`config.mk`:
```
export PLATFORM = sky130hd
export DESIGN_NAME = addsub_seq_ctrl
export DESIGN_NICKNAME = d
export VERILOG_FILES = /design/src/rtl/addsub_seq_ctrl.sv
export SDC_FILE = /design/constraint.sdc
export NUM_CORES = 1
export LEC_CHECK = 0
export ABC_AREA = 1
export BUFFER_PORTS_ARGS = -buffer_cell sky130_fd_sc_hd__buf_2
export CAP_MARGIN = 10
export CORE_MARGIN = 2
export CORE_UTILIZATION = 55
export DETAILED_ROUTE_END_ITERATION = 10
export PLACE_DENSITY = 0.86
export SLEW_MARGIN = 20
export SYNTH_ARGS = -nofsm -noshare
export SYNTH_HDL_FRONTEND = slang
export SYNTH_SLANG_ARGS = --single-unit
```
`constraint.sdc`:
```
create_clock -name clk -period 5.5 [get_ports clk]
set_clock_uncertainty 0.1 [all_clocks]
set_input_delay 0.275 -clock clk [delete_from_list [all_inputs] [get_ports clk]]
set_output_delay 0.275 -clock clk [all_outputs]
set_load 0.02 [all_outputs]
```
`src/rtl/addsub_seq_ctrl.sv`:
```
// addsub_seq_ctrl: runs a WIDTH-bit add/subtract over a SLICE-bit full-adder
// chain, one slice per clock, with a registered carry between slices.
//
// Optional feature macro: ADDSUB_SEQ_OVF_EN
//   defined   -> overflow = carry into MSB XOR carry out of MSB
//   undefined -> overflow tied to 0, MSB carry-in capture removed
//
// Ports:
//   clk, rst            rising-edge clock, synchronous active-high reset
//   in_valid/in_ready   request handshake (in_ready decoded from state, IDLE only)
//   op_a, op_b, sub     operands and operation (0 = a+b, 1 = a-b), sampled on accept
//   out_valid/out_ready result handshake
//   result              WIDTH-bit sum/difference
//   carry_out           carry out of MSB (for sub, 1 = no borrow)
//   overflow            signed two's-complement overflow
module addsub_seq_ctrl #(
    parameter int unsigned WIDTH = 32,
    parameter int unsigned SLICE = 8
) (
    input  logic             clk,
    input  logic             rst,
    input  logic             in_valid,
    output logic             in_ready,
    input  logic [WIDTH-1:0] op_a,
    input  logic [WIDTH-1:0] op_b,
    input  logic             sub,
    output logic             out_valid,
    input  logic             out_ready,
    output logic [WIDTH-1:0] result,
    output logic             carry_out,
    output logic             overflow
);

    localparam int unsigned N     = WIDTH / SLICE;
    localparam int unsigned IDX_W = (N > 1) ? $clog2(N) : 1;

    typedef enum logic [1:0] {
        IDLE = 2'd0,
        RUN  = 2'd1,
        DONE = 2'd2
    } state_t;

    state_t             state_q;
    state_t             state_d;
    logic               accept_c;
    logic               run_c;
    logic               last_c;
    logic               release_c;

    logic [WIDTH-1:0]   a_q;
    logic [WIDTH-1:0]   b_q;
    logic               carry_q;
    logic [IDX_W-1:0]   idx_q;

    logic [SLICE-1:0]   a_s;
    logic [SLICE-1:0]   b_s;
    logic [SLICE-1:0]   slice_sum;
    logic [SLICE:0]     chain_c;

    // State register
    always_ff @(posedge clk) begin
        if (rst) begin
            state_q <= IDLE;
        end else begin
            state_q <= state_d;
        end
    end

    // Next-state and control strobes
    always_comb begin
        state_d   = state_q;
        accept_c  = 1'b0;
        run_c     = 1'b0;
        last_c    = 1'b0;
        release_c = 1'b0;
        case (state_q)
            IDLE: begin
                if (in_valid) begin
                    accept_c = 1'b1;
                    state_d  = RUN;
                end
            end
            RUN: begin
                run_c = 1'b1;
                if (idx_q == IDX_W'(N - 1)) begin
                    last_c  = 1'b1;
                    state_d = DONE;
                end
            end
            DONE: begin
                if (out_ready) begin
                    release_c = 1'b1;
                    state_d   = IDLE;
                end
            end
            default: state_d = IDLE;
        endcase
    end

    assign in_ready = (state_q == IDLE);

    // Ripple chain of one-bit full adders over the current slice
    always_comb begin
        a_s        = a_q[idx_q*SLICE +: SLICE];
        b_s        = b_q[idx_q*SLICE +: SLICE];
        slice_sum  = '0;
        chain_c    = '0;
        chain_c[0] = carry_q;
        for (int i = 0; i < int'(SLICE); i++) begin
            slice_sum[i]  = a_s[i] ^ b_s[i] ^ chain_c[i];
            chain_c[i+1]  = (a_s[i] & b_s[i]) | (chain_c[i] & (a_s[i] ^ b_s[i]));
        end
    end

    // Operand capture, slice accumulation and result flags
    always_ff @(posedge clk) begin
        if (rst) begin
            a_q       <= '0;
            b_q       <= '0;
            carry_q   <= 1'b0;
            idx_q     <= '0;
            result    <= '0;
            carry_out <= 1'b0;
            overflow  <= 1'b0;
            out_valid <= 1'b0;
        end else begin
            if (accept_c) begin
                a_q     <= op_a;
                // Two's-complement subtract: invert b, initial carry = 1
                b_q     <= sub ? ~op_b : op_b;
                carry_q <= sub;
                idx_q   <= '0;
            end
            if (run_c) begin
                result[idx_q*SLICE +: SLICE] <= slice_sum;
                carry_q <= chain_c[SLICE];
                idx_q   <= idx_q + IDX_W'(1);
                if (last_c) begin
                    carry_out <= chain_c[SLICE];
`ifdef ADDSUB_SEQ_OVF_EN
                    overflow  <= chain_c[SLICE-1] ^ chain_c[SLICE];
`else
                    overflow  <= 1'b0;
`endif
                    out_valid <= 1'b1;
                end
            end
            if (release_c) begin
                out_valid <= 1'b0;
            end
        end
    end

endmodule

```
==> run summary <==
Power
- **static leakage power** 2.62 nW
- **power density over the cells** 288 nW/um2
- **peak supply drop** 156 uV

Setup path
- **Worst path depth** 18
- **cell repeated most along the worst path** sky130_fd_sc_hd__fa_1
- **family of cells with the greatest summed delay on the critical path** adder cells
- **worst path arrival time** 4.94 ns
- **delay of the slowest cell on the worst path** 0.54 ns
- **Worst Path Required** 5.69 ns
- **maximum fanout encountered on the critical timing path** 50
- **element type at the critical path start** register
- **FF-to-FF path depth** 18
- **cell-by-cell listing of the critical path** buf_4 -> o21ai_0 -> a21oi_1 -> fa_1 -> inv_1 -> fa_1 -> fa_1 -> inv_1 -> fa_1 -> inv_1 -> fa_1 -> fa_1 -> fa_1 -> fa_1 -> nand3_1 -> inv_1 -> nand2_1 -> a21oi_1
- **Crit Path Class** register to register
- **Slowest cell on crit path** sky130_fd_sc_hd__fa_1
- **Crit path buffers/inverters** 5
- **CP Capture Type** register

Synthesis
- **Net Count, Synth** 795
- **number of warning messages in the yosys log** 0
- **combined area of all synthesized cells** 5010 um2
- **flip-flop and latch count after synthesis** 103
- **synthesized instance count** 712
- **count of unique library cells instantiated by Yosys** 27
- **synthesized area per cell** 7.03 um2
- **Yosys top cell area share** 41.2%
- **cell type with the highest aggregate area in the netlist** sky130_fd_sc_hd__dfxtp_1
- **Area contributors post-synth** sky130_fd_sc_hd__dfxtp_1 41%, sky130_fd_sc_hd__nor2_1 16%, sky130_fd_sc_hd__nand2_1 9.8%
- **fraction of the yosys area taken by sequential cells** 41.2%

Route
- **via count** 4675
- **post-detailed-route DRC marker count** 0
- **via density per instance** 5.18
- **DRT iter0 DRCs** 249
- **aggregate routed wire length** 11900 um
- **Post-DRT Antenna Nets** 0
- **routed length per instance** 13.2 um
- **number of optimization iterations in the first detailed-route pass** 5

Timing
- **transition at the pin with the smallest max-transition slack** 0.874 ns
- **RSZ-0062 raised after global routing** no
- **Slew Limit Headroom** 41.7%
- **final number of hold-violating endpoints** 0
- **post-layout minimum cycle time** 4.75 ns
- **Setup TNS Final** 0 ns
- **Fmax** 211 MHz
- **number of endpoints failing setup at the final stage** 0
- **max-slew violations** 0
- **crit share post-route** 86.3%
- **final hold slack** 0.0531 ns

Clock network
- **number of buffers inserted during clock tree synthesis** 9
- **CTS Buffer Depth** 2
- **latest clock arrival within the worst-skew pair** 0.37 ns
- **# hold bufs at CTS** 0
- **CTS sink cnt** 103
- **clk slew on worst S/H paths** 0.10 ns
- **number of H-tree branching levels** 3
- **clock tree from TritonCTS** built
- **post-cts repair resize count** 0
- **Setup Fix Bufs, Post-CTS** 0
- **clock tree root buffer cell** sky130_fd_sc_hd__clkbuf_8

Global route
- **total routing usage reported by global routing** 24.6%
- **wire length of the first global-routing pass** 19700 um
- **total gr overflow** 0
- **antenna violations before repair** 0
- **maximum number of pins on one net before global-route repair** 96
- **vias in the first global route** 4337

Final layout
- **fin nets** 872
- **antenna cells** 0
- **commonest cells after routing, fill and taps aside** 209 x sky130_fd_sc_hd__nor2_1, 131 x sky130_fd_sc_hd__nand2_1, 103 x sky130_fd_sc_hd__dfxtp_1, 103 x sky130_fd_sc_hd__buf_2, 73 x sky130_fd_sc_hd__o21ai_0
- **post-synthesis to final-layout area growth** 12.7%
- **commonest non-fill, non-tap cell in the layout** sky130_fd_sc_hd__nor2_1
- **Fill cells** 818
- **layout cells sized above 1** 16.4%

Floorplan
- **IO Pins** 105
- **FP Rows** 34
- **overall die width** 99.4 um
- **die area** 9880 um2
- **Floorplan Core Area** 8760 um2
- **starting density of the core** 57.1%
- **die extent in y** 99.4 um

Status
- **status** completed

Place
- **half-perimeter wire length of the detailed placement result** 8840 um
- **IO Port Bufs** 103
- **RD Place Congestion** 0.940

Hold path
- **worst hold stages** 3
- **hold crit path type** input pin to register

Flow run
- **maximum capacitance violations** 0

[layout make-up]
type                    instances  area, um2  share of cell area, %
flip-flops and latches        103       2060                   36.5
clock inverters                 3       25.0                  0.444
clock buffers                  13        159                   2.82
repair buffers                107        546                   9.67
inverters                      40        153                   2.71
well taps                     108        135                   2.40
multi-input cells             528       2560                   45.4
[path summary, 6_finish.rpt]
| kind | end | slack, ns | from |
|---|---|---|---|
| hold reg to reg | a_q[0]$_SDFFE_PP0P_ | 0.36 | a_q[0]$_SDFFE_PP0P_ |
| setup reg to reg | result[31]$_SDFFE_PP0P_ | 0.75 | idx_q[0]$_SDFFE_PP0P_ |
| hold / removal | a_q[20]$_SDFFE_PP0P_ | 0.05 | op_a[20] |
| setup / recovery | result[31]$_SDFFE_PP0P_ | 0.75 | idx_q[0]$_SDFFE_PP0P_ |
[state kept, by name, indices dropped and copies added, names as in the netlist]
register and cells:
carry_q 1, out_valid 1, result 32, b_q 32, state_q 2, carry_out 1, idx_q 2, a_q 32
[cells in the mapped netlist, drive strengths merged]
library cell	number
a21oi	31
buf	24
clkbuf	17
clkinv	1
conb	1
dfxtp	103
fa	8
ha	6
inv	39
nand2	132
nand3	15
nand4	1
nor2	214
nor3	2
o21a	1
o21ai	73
o22ai	12
xnor2	32
[worst register-to-register path: cells and delay by family (launching register included)]
family,cells,cell delay [ns]
buf+inv,5,0.67
simple gates,2,0.16
compound gates,3,0.57
fa+ha+maj,8,2.84
flops,1,0.34
[metal layers]
metal,track usage (%),share of wire (%),up-vias
li1,-,-,2381
met1,31.1,45,2093
met2,41.7,47,173
met3,5.06,5.8,28
met4,8.85,2.5,0
met5,0,0,-
[where the power goes]
group / leakage, nW / internal, mW / switching (mW)
clock: 0.0902 / 0.193 / 0.258
sequential: 0.847 / 0.796 / 0.0325
combinational: 1.68 / 0.131 / 0.218
[cells by family (layout without fill, tap and decap cells)]
kind of cell	count (synthesis)	in the layout	share of synthesized area [%]
other	1	1	0.0749
AND/OR/NAND/NOR	364	364	28.8
adder cells (fa/ha/maj)	14	14	4.70
AO/OA/AOI/OAI	117	117	12.0
flip-flops	103	103	41.2
XOR/XNOR	32	32	5.60
buffers and inverters	81	163	7.65
[stage by stage]
stage                     cell area, um2  worst slack [ns]  utilization [%]  instances  power [mW]
after floorplan                     5010              1.09                -        712        1.10
after global placement              5460             0.972             62.3        886        1.18
after detailed placement            5460             0.830             62.3        886        1.19
after CTS                           5640             0.809             64.4        902        1.63
after global routing                5640             0.417             64.4        902        1.71
final                               5640             0.753             64.4        902        1.63
No activity file was read; power rests on OpenSTA's default activity.
